--- config.mk ---
export PLATFORM = sky130hd
export DESIGN_NAME = lfsr_tx_sched
export DESIGN_NICKNAME = d
export VERILOG_FILES = /design/src/rtl/lfsr_tx_sched_pkg.sv /design/src/rtl/lfsr_tx_sched_step.sv /design/src/rtl/lfsr_tx_sched.sv
export SDC_FILE = /design/constraint.sdc
export NUM_CORES = 1
export LEC_CHECK = 0
export CORE_MARGIN = 4
export CORE_UTILIZATION = 35
export DETAILED_ROUTE_END_ITERATION = 10
export GPL_ROUTABILITY_DRIVEN = 0
export PLACE_DENSITY_LB_ADDON = 0.05
export SLEW_MARGIN = 20
export SYNTH_ARGS = -nofsm -noshare
export SYNTH_HDL_FRONTEND = slang
export SYNTH_SLANG_ARGS = --single-unit
export TNS_END_PERCENT = 10
--- constraint.sdc ---
create_clock -name i_clk -period 4.4 [get_ports i_clk]
set_clock_uncertainty 0.15 [all_clocks]
set_input_delay 0.44 -clock i_clk [delete_from_list [all_inputs] [get_ports i_clk]]
set_output_delay 0.44 -clock i_clk [all_outputs]
set_load 0.01 [all_outputs]
--- src/rtl/lfsr_tx_sched_pkg.sv ---
// Shared types and constants for the LFSR transmit scheduler.
// State encoding, default seed, K-character mask and preamble word.
package lfsr_tx_sched_pkg;

    typedef enum logic [2:0] {
        ST_IDLE = 3'd0,
        ST_PRE  = 3'd1,
        ST_PRBS = 3'd2,
        ST_GAP  = 3'd3,
        ST_DONE = 3'd4
    } state_e;

    localparam logic [15:0] LFSR_SEED     = 16'hA076;
    localparam logic [3:0]  K_MASK        = 4'b0101;
    localparam logic [31:0] PREAMBLE_WORD = 32'h50BC50BC;

endpackage

--- src/rtl/lfsr_tx_sched_step.sv ---
// Combinational LFSR step: 16-bit state in, 32-bit word and next state out.
// Bits are produced MSB-first from a 48-bit window seeded with the state.
module lfsr_step (
    input  logic [15:0] i_state,
    output logic [31:0] o_word,
    output logic [15:0] o_next
);

    logic [47:0] w;

    always_comb begin
        w         = '0;
        w[47:32]  = i_state;
        for (int i = 0; i < 32; i++) begin
            w[31-i] = w[47-i] ^ w[46-i] ^ w[45-i] ^ w[33-i];
        end
    end

    assign o_word = w[31:0];
    assign o_next = w[15:0];

endmodule

--- src/rtl/lfsr_tx_sched.sv ---
// Burst scheduler: preamble beats, PRBS words, idle gap, done pulse.
// All outputs registered; valid/ready handshake holds data across stalls.
module lfsr_tx_sched
    import lfsr_tx_sched_pkg::*;
#(
    parameter logic [15:0] P_LFSR_INIT     = LFSR_SEED,
    parameter logic [31:0] P_PREAMBLE_WORD = PREAMBLE_WORD,
    parameter int          P_PREAMBLE_CNT  = 2,
    parameter int          P_GAP_CYCLES    = 4
) (
    input  logic        i_clk,
    input  logic        i_rst_n,
    input  logic        i_start,
    input  logic [15:0] i_burst_len,
    input  logic        i_abort,
    output logic [31:0] o_tx_data,
    output logic [3:0]  o_tx_charisk,
    output logic        o_tx_valid,
    input  logic        i_tx_ready,
    output logic        o_busy,
    output logic        o_done,
    output logic        o_aborted
);

    localparam logic [15:0] PRE_LAST = 16'(P_PREAMBLE_CNT - 1);
    localparam logic [15:0] GAP_LAST = 16'(P_GAP_CYCLES - 1);

    state_e      state_q, state_d;
    logic [15:0] lfsr_q, lfsr_d;
    logic [15:0] len_q, len_d;
    logic [15:0] cnt_q, cnt_d;
    logic        abort_q, abort_d;
    logic [31:0] data_q, data_d;
    logic [3:0]  k_q, k_d;
    logic        valid_q, valid_d;
    logic        busy_q, busy_d;
    logic        done_q, done_d;
    logic        aborted_q, aborted_d;

    logic [31:0] step_word;
    logic [15:0] step_next;
    logic        accept;

    lfsr_step u_step (
        .i_state (lfsr_q),
        .o_word  (step_word),
        .o_next  (step_next)
    );

    assign accept = valid_q & i_tx_ready;

    // lfsr_q runs one step ahead: it advances as each PRBS word is loaded
    always_comb begin
        state_d   = state_q;
        lfsr_d    = lfsr_q;
        len_d     = len_q;
        cnt_d     = cnt_q;
        abort_d   = abort_q;
        data_d    = data_q;
        k_d       = k_q;
        done_d    = 1'b0;
        aborted_d = 1'b0;
        unique case (state_q)
            ST_IDLE: begin
                if (i_start) begin
                    state_d = ST_PRE;
                    len_d   = i_burst_len;
                    lfsr_d  = P_LFSR_INIT;
                    cnt_d   = '0;
                    abort_d = 1'b0;
                    data_d  = P_PREAMBLE_WORD;
                    k_d     = K_MASK;
                end
            end
            ST_PRE: begin
                if (i_abort) begin
                    state_d = ST_GAP;
                    abort_d = 1'b1;
                    cnt_d   = '0;
                end else if (accept) begin
                    if (cnt_q == PRE_LAST) begin
                        cnt_d = '0;
                        if (len_q != 16'd0) begin
                            state_d = ST_PRBS;
                            lfsr_d  = step_next;
                            data_d  = step_word;
                            k_d     = 4'h0;
                        end else begin
                            state_d = ST_GAP;
                        end
                    end else begin
                        cnt_d = cnt_q + 16'd1;
                    end
                end
            end
            ST_PRBS: begin
                if (i_abort) begin
                    state_d = ST_GAP;
                    abort_d = 1'b1;
                    cnt_d   = '0;
                end else if (accept) begin
                    if (cnt_q == len_q - 16'd1) begin
                        state_d = ST_GAP;
                        cnt_d   = '0;
                    end else begin
                        cnt_d  = cnt_q + 16'd1;
                        lfsr_d = step_next;
                        data_d = step_word;
                    end
                end
            end
            ST_GAP: begin
                if (cnt_q == GAP_LAST) begin
                    state_d   = ST_DONE;
                    cnt_d     = '0;
                    done_d    = 1'b1;
                    aborted_d = abort_q;
                end else begin
                    cnt_d = cnt_q + 16'd1;
                end
            end
            ST_DONE: begin
                state_d = ST_IDLE;
            end
            default: begin
                state_d = ST_IDLE;
            end
        endcase
        valid_d = (state_d == ST_PRE) || (state_d == ST_PRBS);
        busy_d  = (state_d != ST_IDLE);
        if (!valid_d) begin
            data_d = '0;
            k_d    = '0;
        end
    end

    always_ff @(posedge i_clk or negedge i_rst_n) begin
        if (!i_rst_n) begin
            state_q   <= ST_IDLE;
            lfsr_q    <= P_LFSR_INIT;
            len_q     <= '0;
            cnt_q     <= '0;
            abort_q   <= 1'b0;
            data_q    <= '0;
            k_q       <= '0;
            valid_q   <= 1'b0;
            busy_q    <= 1'b0;
            done_q    <= 1'b0;
            aborted_q <= 1'b0;
        end else begin
            state_q   <= state_d;
            lfsr_q    <= lfsr_d;
            len_q     <= len_d;
            cnt_q     <= cnt_d;
            abort_q   <= abort_d;
            data_q    <= data_d;
            k_q       <= k_d;
            valid_q   <= valid_d;
            busy_q    <= busy_d;
            done_q    <= done_d;
            aborted_q <= aborted_d;
        end
    end

    assign o_tx_data    = data_q;
    assign o_tx_charisk = k_q;
    assign o_tx_valid   = valid_q;
    assign o_busy       = busy_q;
    assign o_done       = done_q;
    assign o_aborted    = aborted_q;

endmodule

==> metrics <==
Die ar.=17770 sq um; Row Count=45; WP depth=10; CP required=4.49 ns; detailed placer's ending HPWL=10540 um; drt first pass iters=4; clk sink count=89; Non-Filler Instances=826; Async SR Flop Fraction=1.000; n_diodes=0; Startpoint Class=register; H-tree depth=3; CP top delay family=simple AND/OR/NAND/NOR gates; slowest cell delay on critical path=0.55 ns; Hold Path Class=in2async; min Tclk post-route=3.885 ns; critical path arrival=3.97 ns; count of final setup violators=0; pre-CTS setup slack=0.5330 ns; crit share post-route=0.8830; DRC Markers=0; initial core utilization=0.3589; die width=133.3 um; grt ovf=0; IR drop worst, VDD=0.1802 mV; RSZ-0062 raised after global routing=false; Crit Path Category=reg2reg; Post-synth EDFFs=0; Cell Pwr Density=276.6 nW/um^2; worst hold slack=-0.003006 ns; Max Freq=0.2574 GHz; first-pass GRT wire length=23810 um; Total Routing Usage GR=0.1678; status=finished with violations; LEAKAGE=2.671 nW; Yosys warning total=0; CTS buffer count=9; CORE AREA=15310 sq um; layout cells sized above 1=0.1008; commonest non-fill, non-tap cell in the layout=dfrtp_1; largest net degree at the start of global routing=59; clk root buf=clkbuf_16; Crit. End Element=register; most frequent cells in the layout=82 x dfrtp_1, 68 x nand2_1, 63 x xnor2_1; max_slew headroom=0.4843; slowest stage cell on the critical path=or4b_1; vias in the first global route=4232; die height=133.3 um; area grow syn2layout=19.55%; Final #Nets=634; hold_buf cts=0; total of max-cap violations=0; clk_lat worst skew=0.35 ns; Post-DRT Antenna Nets=0; initial antenna violation count=0; Worst Slack Setup Final=0.5148 ns; CTS tree=built; cells on worst reg2reg path=10; Crit path buffers/inverters=1; placed instance count=810; vias per inst=5.195; violations in the final reports=hold timing; FF-to-FF setup slack=0.51 ns; syn avg cell area=9.626 sq um; CTS clk-pin slew, worst paths=0.06 ns; Yosys reg bits=89; Top Ports=61; cells resized by post-CTS repair=0; Cells after Synth=571; ys flop type=dfrtp_1; number of distinct library cells after synthesis=68; crit-path cells=inv_1 > ha_1 > or4b_1 > nor3_1 > mux2_2 > a32oi_1 > or4b_4 > a21oi_4 > nor2_2 > a221o_1; post-synth top area share=0.3733; clock buffer depth=2; IO buf count=58; setup TNS=0 ns; routed length per instance=17.61 um; DR iter-0 viols=287; # Post-CTS Setup Buffers=0; synth top area cells=dfrtp_1 37%, xnor2_1 10%, nand2_1 4.6%, xor2_1 4.5%, dfstp_2 3.3%; Final Hold Fails=1; post-synthesis cell area=5497 sq um; Max Slew Vio Count=0; post-synth top area cell=dfrtp_1; register area share after synthesis=0.4068; Slew @ Worst Pin=0.7736 ns; Post-Route WL=14550 um; via count=4291; peak fanout along the critical path=16
## area by class of cell
cell class / instances / area [sq um]
timing repair buffer: 66 / 650.6
clock inverter: 5 / 103.9
clock buffer: 11 / 232.7
inverter: 6 / 22.52
tap: 211 / 264.0
fill: 1533 / 8743
multi-input combinational: 438 / 3062
sequential: 89 / 2236
## power by group
part	switching (W)	internal (W)
combinational	0.0000420	0.0000399
sequential	0.0000148	0.000826
clock	0.000339	0.000556
## cells in the mapped netlist (all sizes together) (14+ instances only)
master and count:
nor2 32, mux2 16, clkbuf 16, o21ai 39, nor2b 15, xnor2 66
o22ai 27, xor2 30, nand2 68, buf 23, dfrtp 82, and3 14
a22o 14
## final timing paths
path                               start   endpoint
max in group asynchronous        i_rst_n  len_q[11]
min in group i_clk               abort_q  o_aborted
worst max-delay path            len_q[0]   cnt_q[3]
worst min register to register   abort_q  o_aborted
worst max register to register  len_q[0]   cnt_q[3]
worst min-delay path             i_rst_n     o_done
## flip-flops by register name (all words and copies together), names as in the netlist
register and count:
o_tx_data 32, cnt_q 16, len_q 16, lfsr_q 16, state_q 3, abort_q 1, o_aborted 1, o_busy 1
o_done 1, o_tx_charisk 1, o_tx_valid 1
## stage by stage
step / instance area (sq um) / utilization / hold slack [ns] / total power (W)
6_report: 6571 / 0.4291 / -0.003006 / 0.001818
5_1_grt: 6571 / 0.4291 / 0.06653 / 0.001880
4_1_cts: 6571 / 0.4291 / 0.03316 / 0.001842
3_5_place_dp: 6235 / 0.4071 / 0.3286 / 0.0009392
3_3_place_gp: 6235 / 0.4071 / 0.3240 / 0.0009372
2_1_floorplan: 5500 / - / -0.005591 / 0.0008942
## layer usage
metal	part of all wire	track usage
met2	0.40	0.2302
met3	0.053	0.03323
met1	0.53	0.2619
met4	0.014	0.05371
met5	0	0
## kinds of logic after synthesis
| logic type | count (synthesis) | share of synthesized area |
|---|---|---|
| xor gates and xnor gates | 101 | 0.1807 |
| DFF | 89 | 0.4068 |
| AOI/OAI and AO/OA | 114 | 0.1359 |
| adders and majority gates | 3 | 0.006830 |
| muxes | 17 | 0.03460 |
| other | 1 | 0.0006822 |
| buffers and inverters | 45 | 0.04006 |
| and+or+nand+nor | 201 | 0.1944 |
Note: power is estimated with default switching activity, not from simulation.
==> RTL edit (same settings) <==
The 5 states of `state_e` get a one-hot encoding in 5 bits.
--- a/src/rtl/lfsr_tx_sched_pkg.sv
+++ b/src/rtl/lfsr_tx_sched_pkg.sv
@@ -4,8 +4,8 @@
 
-    typedef enum logic [2:0] {
-        ST_IDLE = 3'd0,
-        ST_PRE  = 3'd1,
-        ST_PRBS = 3'd2,
-        ST_GAP  = 3'd3,
-        ST_DONE = 3'd4
+    typedef enum logic [4:0] {
+        ST_IDLE = 5'b00001,
+        ST_PRE  = 5'b00010,
+        ST_PRBS = 5'b00100,
+        ST_GAP  = 5'b01000,
+        ST_DONE = 5'b10000
     } state_e;
Check against the original RTL: no difference found for any inputs over 4 cycles, from zero or initial values and one cycle with i_rst_n low; so few cycles prove little.
==> RTL edit against the unedited design <==
Maximum frequency rose by 4.5%. Cell area rose by 2.1%. Synthesized cell count is 2.1% higher. First-iteration DRC count is 28% lower. Final cell count grew 1.5%. Area after synthesis grew 3.1%. Sequential share of layout area grew 0.073 points. Count of clock-buffer cells in the layout decreased by 1. Worst setup slack better by 170 ps. Sequential cell count rose by 2. Routed wire length rose by 3.7%. Highest routed layer unchanged.
Power is not shown: default switching activity piles up to over one toggle a cycle in this logic, so the estimate is an artifact.
==> RTL edit: results (changes against the unedited design) <==
crit_family: "compound AO/OA/AOI/OAI gates"
met2WireLength_mm: 7.897  # +34%
gr-usage-met1_pct: 20.89  # -5.3 points
cp_max_fo: 43  # +27
drt_iter0_markers: 206  # -28%
arrival_ps: 3850  # -120 ps
status: "completed"
crit_slowest_cell: "or4_1"
grt_pass1_vias: 4430  # +4.7%
n_fill_cell: 1571  # +2.5%
synthArstFlopShare_pct: 100.0  # unchanged
worst_pin_slew_ps: 891.5  # +117.9 ps
grt_pass1_wl_mm: 24.48  # +2.8%
yosysWarnings: 0  # unchanged
wl_mm: 15.08  # +3.7%
synth.area.mux_share_pct: 0.3754  # -3.1 points
dp_slack_ps: 693.4  # +160.4 ps
vias: 4328  # +0.86%
reg2reg_depth: 11  # +1
fin_nets: 641  # +1.1%
synth_cell_types: 79  # +16%
hold_ws_ps: 48.17  # +51.17 ps
wl_met1_mm: 6.501  # -15%
worstSetupEndpoint: "o_tx_data[10]"
drive_gt1_share_pct: 9.807  # -0.27 points
yosysSeqAreaShare_pct: 40.36  # -0.32 points
use_met2_pct: 30.97  # +7.9 points
grt_max_degree: 63  # +6.8%
grt_util_met3_pct: 3.826  # +0.50 points
ys_top_cells_by_area: "dfrtp_1, xnor2_1, nand2_1, xor2_1, dfstp_2"
synth-xor-area-share_pct: 19.45  # +1.4 points
synth_compound_area_share_pct: 17.38  # +3.8 points
yosys-top-cells-count: "dfrtp_1, nand2_1, xnor2_1"
synth_adder_area_share_pct: 0.6624  # -0.021 points
dpl.hpwl_mm: 11.09  # +5.2%
grt_usage_pct: 17.08  # +0.29 points
-- RTL edit: cell types whose count changed after synthesis, sizes merged, moves of 5 or more --
cell,before,now
o21ai,39,24
mux2,16,1
a31o,0,6
a221o,1,9
nand2,68,83
nor2b,15,2
a21oi,11,25
clkbuf,16,23
and3,14,3
o22ai,27,2
xor2,30,35
or2,0,5
-- RTL edit: final cells by class --
type,count,area [um2],share of cell area [%]
Multi-Input combinational cell,439,3132,46.69
Sequential cell,91,2287,34.10
Timing Repair Buffer,66,638.1,9.513
Tap cell,216,270.3,4.029
Clock buffer,10,229.0,3.414
Clock inverter,6,113.9,1.697
Inverter,10,37.54,0.5596
-- RTL edit: metrics by stage --
stage	util, %	instances	instance area (um2)
final	42.23	838	6708
after global placement	40.07	822	6365
after floorplan	-	584	5670
after global routing	42.23	838	6708
after CTS	42.23	838	6708
after detailed placement	40.07	822	6365
